--- src/rtl/trace_monitor.sv ---
// Instruction-trace monitor: captures retired {pc, instr} into a show-ahead FIFO
// while running, halts on a PC breakpoint, and shadows the low architectural registers.
module trace_monitor #(
  parameter int unsigned DATA_W   = 32,
  parameter int unsigned NUM_REGS = 8,
  parameter int unsigned DEPTH    = 16
) (
  input  logic                         i_clk,
  input  logic                         i_reset,
  input  logic                         i_start,
  input  logic                         i_resume,
  input  logic                         i_clear,
  input  logic                         i_retire_valid,
  input  logic [DATA_W-1:0]            i_retire_pc,
  input  logic [DATA_W-1:0]            i_retire_instr,
  input  logic                         i_wr_en,
  input  logic [4:0]                   i_wr_addr,
  input  logic [DATA_W-1:0]            i_wr_data,
  input  logic                         i_bp_en,
  input  logic [DATA_W-1:0]            i_bp_addr,
  input  logic                         i_tr_ready,
  output logic                         o_tr_valid,
  output logic [DATA_W-1:0]            o_tr_pc,
  output logic [DATA_W-1:0]            o_tr_instr,
  output logic [$clog2(DEPTH):0]       o_tr_count,
  output logic                         o_overflow,
  output logic [15:0]                  o_drop_count,
  output logic                         o_running,
  output logic                         o_halted,
  output logic [31:0]                  o_retire_count,
  output logic [NUM_REGS*DATA_W-1:0]   o_shadow_regs
);

  localparam int unsigned AW = $clog2(DEPTH);
  localparam int unsigned CW = AW + 1;
  localparam int unsigned EW = 2 * DATA_W;

  typedef enum logic [1:0] {
    S_IDLE   = 2'd0,
    S_RUN    = 2'd1,
    S_HALTED = 2'd2
  } state_t;

  state_t             r_state, w_next;
  logic               r_running, r_halted;
  logic [31:0]        r_retire_count;
  logic [EW-1:0]      r_mem [DEPTH];
  logic [AW-1:0]      r_wr_ptr, r_rd_ptr;
  logic [CW-1:0]      r_count;
  logic               r_overflow;
  logic [15:0]        r_drop_count;
  logic [DATA_W-1:0]  r_shadow [NUM_REGS];

  logic               w_capture, w_full, w_pop, w_push, w_drop;
  logic [EW-1:0]      w_head;

  assign w_capture = (r_state == S_RUN) && i_retire_valid;
  assign w_full    = (r_count == CW'(DEPTH));
  // clear wins over any same-cycle push or pop
  assign w_pop     = (r_count != '0) && i_tr_ready && !i_clear;
  assign w_push    = w_capture && !i_clear && (!w_full || w_pop);
  assign w_drop    = w_capture && !i_clear && w_full && !w_pop;
  assign w_head    = r_mem[r_rd_ptr];

  // next-state logic
  always_comb begin
    w_next = r_state;
    case (r_state)
      S_IDLE:   if (i_start) w_next = S_RUN;
      S_RUN:    if (i_retire_valid && i_bp_en && (i_retire_pc == i_bp_addr)) w_next = S_HALTED;
      S_HALTED: if (i_resume) w_next = S_RUN;
      default:  w_next = S_IDLE;
    endcase
  end

  // state register, registered indicators and retire counter
  always_ff @(posedge i_clk or posedge i_reset) begin
    if (i_reset) begin
      r_state        <= S_IDLE;
      r_running      <= 1'b0;
      r_halted       <= 1'b0;
      r_retire_count <= '0;
    end else begin
      r_state   <= w_next;
      r_running <= (w_next == S_RUN);
      r_halted  <= (w_next == S_HALTED);
      if (w_capture) r_retire_count <= r_retire_count + 32'd1;
    end
  end

  // storage array needs no reset; the head is masked while empty
  always_ff @(posedge i_clk) begin
    if (w_push) r_mem[r_wr_ptr] <= {i_retire_pc, i_retire_instr};
  end

  // FIFO pointers, occupancy and drop accounting
  always_ff @(posedge i_clk or posedge i_reset) begin
    if (i_reset) begin
      r_wr_ptr     <= '0;
      r_rd_ptr     <= '0;
      r_count      <= '0;
      r_overflow   <= 1'b0;
      r_drop_count <= '0;
    end else if (i_clear) begin
      r_wr_ptr     <= '0;
      r_rd_ptr     <= '0;
      r_count      <= '0;
      r_overflow   <= 1'b0;
      r_drop_count <= '0;
    end else begin
      if (w_push) r_wr_ptr <= r_wr_ptr + AW'(1);
      if (w_pop)  r_rd_ptr <= r_rd_ptr + AW'(1);
      case ({w_push, w_pop})
        2'b10:   r_count <= r_count + CW'(1);
        2'b01:   r_count <= r_count - CW'(1);
        default: r_count <= r_count;
      endcase
      if (w_drop) begin
        r_overflow <= 1'b1;
        if (r_drop_count != 16'hFFFF) r_drop_count <= r_drop_count + 16'd1;
      end
    end
  end

  // shadow register file; x0 and out-of-range addresses match no entry
  always_ff @(posedge i_clk or posedge i_reset) begin
    if (i_reset) begin
      for (int k = 0; k < int'(NUM_REGS); k++) r_shadow[k] <= '0;
    end else begin
      for (int k = 0; k < int'(NUM_REGS); k++)
        if (i_wr_en && (i_wr_addr == 5'(k + 1))) r_shadow[k] <= i_wr_data;
    end
  end

  always_comb begin
    o_shadow_regs = '0;
    for (int k = 0; k < int'(NUM_REGS); k++)
      o_shadow_regs[k*DATA_W +: DATA_W] = r_shadow[k];
  end

  assign o_tr_valid     = (r_count != '0);
  assign o_tr_pc        = o_tr_valid ? w_head[EW-1:DATA_W] : '0;
  assign o_tr_instr     = o_tr_valid ? w_head[DATA_W-1:0]  : '0;
  assign o_tr_count     = r_count;
  assign o_overflow     = r_overflow;
  assign o_drop_count   = r_drop_count;
  assign o_running      = r_running;
  assign o_halted       = r_halted;
  assign o_retire_count = r_retire_count;

endmodule

--- config.mk ---
export PLATFORM = sky130hd
export DESIGN_NAME = trace_monitor
export DESIGN_NICKNAME = d
export VERILOG_FILES = /design/src/rtl/trace_monitor.sv
export SDC_FILE = /design/constraint.sdc
export NUM_CORES = 1
export LEC_CHECK = 0
export CELL_PAD_IN_SITES_DETAIL_PLACEMENT = 1
export CELL_PAD_IN_SITES_GLOBAL_PLACEMENT = 1
export CORE_UTILIZATION = 35
export CTS_CLUSTER_SIZE = 14
export DETAILED_ROUTE_END_ITERATION = 16
export GPL_TIMING_DRIVEN = 1
export PLACE_DENSITY = 0.72
export SLEW_MARGIN = 25
export SYNTH_ARGS = -nofsm -noshare
export SYNTH_HDL_FRONTEND = slang
export SYNTH_SLANG_ARGS = --single-unit
--- constraint.sdc ---
create_clock -name i_clk -period 10.6 [get_ports i_clk]
set_clock_uncertainty 0.1 [all_clocks]
set_input_delay 2.12 -clock i_clk [delete_from_list [all_inputs] [get_ports i_clk]]
set_output_delay 2.12 -clock i_clk [all_outputs]
set_load 0.01 [all_outputs]
==> impl_metrics.csv <==
group,metric,value,unit
power_and_ir_drop,swShare,25.2,%
synthesis,synth_top_cell_area_share,58.9,%
synthesis,yosys_warnings,0,
clocking,clock_sinks,1346,
detailed_routing,drc,0,
power_and_ir_drop,leakagePower,21.7,nW
min_path,hold_class,"reg2reg",
timing,finalSetupTns,0,ns
timing,finalHoldViolations,0,
clocking,ctsResizeCount,0,
detailed_routing,wire_per_inst,27.9,um
timing,drv_slew,0,
floorplanning,initial_core_util,35.3,%
placement,hpwl,88200,um
detailed_routing,via_per_inst,5.25,
placement,io_buffers,518,
placement,dp_cells,4820,
setup_path,end_kind,"output pin",
global_route,gr-usage-all-layers,18.8,%
setup_path,critPathRequiredTime,8.38,ns
detailed_routing,wl,142000,um
clocking,clk_latency,0.76,ns
placement,gp_congestion,0.803,
floorplanning,rows,141,
setup_path,slowest_stage,"dfrtp_4",
floorplanning,die_w,388,um
global_route,grt_max_degree,139,
final_layout,final_common_cell,"edfxtp_1",
setup_path,path_cells,"buf_16 -> buf_4 -> mux4_2 -> mux4_2 -> and2_1 -> clkdlybuf4s50_1",
synthesis,syn_area_per_cell,21.4,sq um
synthesis,synthArstFlopShare,23.9,%
clocking,ctsHoldBuffers,0,
power_and_ir_drop,internal-power,0.0100,W
detailed_routing,drtAntennaViolNets,0,
clocking,cts_made_buffers,144,
setup_path,critPathBufInv,3,
clocking,clock_path_buffers,3,
power_and_ir_drop,powerDensity,208,nW/um^2
floorplanning,die_h,388,um
detailed_routing,dr.pass1.iters,5,
floorplanning,core_area,148000,sq um
synthesis,synth-seq-cells,1346,
power_and_ir_drop,pwr-share-clk,36.9,%
timing,rsz0062_at_grt,"no",
run_status,status,"complete, no violations",
timing,post-route-period-util,61.3,%
final_layout,drive_above_1_share,26.7,%
floorplanning,die_area,151000,sq um
final_layout,area_growth,23.6,%
power_and_ir_drop,p_seq_share,45.4,%
clocking,root_buffer,"clkbuf_16",
setup_path,worstPathArrival,4.28,ns
global_route,overflow,0,
timing,max_freq,154,MHz
global_route,antenna_found_initial,17,
clocking,tritoncts,"built",
setup_path,cp-start-kind,"flip-flop",
synthesis,netlist_area,52200,sq um
synthesis,seq_area_frac_synth,74.4,%
final_layout,instances_no_fill,5082,
global_route,grt_pass1_vias,28211,
synthesis,synth_area_leaders,"edfxtp_1, dfrtp_1, mux4_2",
timing,post-route-min-period,6.50,ns
floorplanning,ios,519,
global_route,grt_pass1_wl,205000,um
timing,slew_headroom,27.8,%
timing,tightest_slew,1.08,ns
setup_path,critical_path.max_fanout,34,
clocking,htree_levels,4,
synthesis,synth_nets,2589,
synthesis,syn_inst,2436,
final_layout,fin_nets,3190,
power_and_ir_drop,combPwrFrac,17.8,%
timing,finalSetupViolCount,0,
setup_path,path_class,"reg2out",
clocking,clk_pin_slew,0.06,ns
synthesis,synth_ff_type,"edfxtp_1",
synthesis,synth_area_leader_cell,"edfxtp_1",
clocking,post-cts-setup-buffers,0,
detailed_routing,drt_iter0_markers,2201,
timing,hold_ws,0.382,ns
power_and_ir_drop,switchingPower,0.00339,W
synthesis,synth_edf_count,1024,
power_and_ir_drop,p_total,0.0134,W
detailed_routing,via_count,26693,
setup_path,crit_path_max_incr_delay,0.73,ns
final_layout,layout_common_cells,"edfxtp_1, clkdlybuf4s50_1, mux4_2",
synthesis,synth.distinct_cells,50,
power_and_ir_drop,ir_drop,0.000162,V
setup_path,cp_top_family,"buffers and inverters",
setup_path,crit_top_cell,"mux4_2",
job,cap_violations,0,
==> final timing paths <==
| kind | from | to | slack (ns) | depth (start not counted) |
|---|---|---|---|---|
| setup / recovery | r_rd_ptr[0] | o_tr_instr[12] | 4.10 | 6 |
| hold / removal | o_shadow_regs[70] | o_shadow_regs[70] | 0.38 | 1 |
| setup reg to reg | r_state[0] | r_mem[2][41] | 6.01 | 6 |
| hold reg to reg | o_shadow_regs[70] | o_shadow_regs[70] | 0.38 | 1 |
| max in group asynchronous | i_reset | r_rd_ptr[3] | 7.08 | 4 |
| min in group asynchronous | i_reset | o_shadow_regs[213] | 1.50 | 2 |
==> sequential cells by signal, summed over array words and instances (netlist names) <==
register	flops
r_wr_ptr	4
r_mem	1024
o_tr_count	5
o_retire_count	32
o_drop_count	16
o_overflow	1
r_rd_ptr	4
o_shadow_regs	256
o_running	1
r_state	2
o_halted	1
==> power by group through the flow <==
stage / Sequential (W) / Combinational (W) / Clock (W)
after detailed placement: 0.00620 / 0.00242 / 0
after global routing: 0.00612 / 0.00253 / 0.00523
final: 0.00609 / 0.00239 / 0.00495
after global placement: 0.00621 / 0.00234 / 0
after CTS: 0.00609 / 0.00243 / 0.00506
after floorplan: 0.00625 / 0.00116 / 0
==> synth_stat cells (3+ instances only) <==
cell         n
a211oi_1     4
a21oi_1      7
a31oi_1      3
and2_1      71
and3_1       9
and4_1       5
buf_1       22
buf_2       15
buf_6       25
clkbuf_1    54
dfrtp_1    322
edfxtp_1  1024
ha_1        10
inv_1       17
mux2_1      31
mux2_2     226
mux4_2     320
nand2_1     33
nand2b_1     4
nand3_1     26
nand3b_1     3
nand4_1     20
nor2_1      39
nor2b_1      4
nor3_1      16
nor4_2       5
o21ai_0      5
xnor2_1     70
xor2_1      14
==> kinds of logic (layout without fill, tap and decap cells) <==
kind of cell | count (synthesis) | in the layout | share of synthesized area [%]
AOI/OAI and AO/OA | 32 | 32 | 0.444
xor gates and xnor gates | 84 | 84 | 1.41
adders and majority gates | 11 | 11 | 0.278
buffers and inverters | 133 | 847 | 1.35
DFF | 1346 | 1346 | 74.4
muxes | 579 | 579 | 19.4
other | 0 | 2 | 0
and+or+nand+nor | 251 | 251 | 2.72
==> layout make-up <==
class	instances	area [sq um]
fillers	13921	83300
flip-flops and latches	1346	38800
multi-input cells	957	12800
repair buffers	571	5700
clock buffers	191	3920
well taps	1930	2410
clock inverters	68	797
inverters	17	67.6
diodes	2	5.00
==> routing by layer <==
| metal | vias to the layer above | track usage [%] | wire, um |
|---|---|---|---|
| li1 | 11039 | - | - |
| met1 | 14502 | 24.5 | 57400 |
| met2 | 960 | 31.6 | 71600 |
| met3 | 178 | 4.21 | 9570 |
| met4 | 14 | 5.16 | 3350 |
| met5 | - | 0 | 90 |
==> metrics by stage <==
stage / utilization, % / worst slack (ns) / area (sq um)
2_1_floorplan: - / 2.47 / 52200
3_3_place_gp: 40.3 / 4.06 / 59600
3_5_place_dp: 40.4 / 4.02 / 59700
4_1_cts: 43.6 / 3.95 / 64500
5_1_grt: 43.6 / 3.87 / 64500
6_report: 43.6 / 4.10 / 64500
Power figures use the tool's default switching activity.
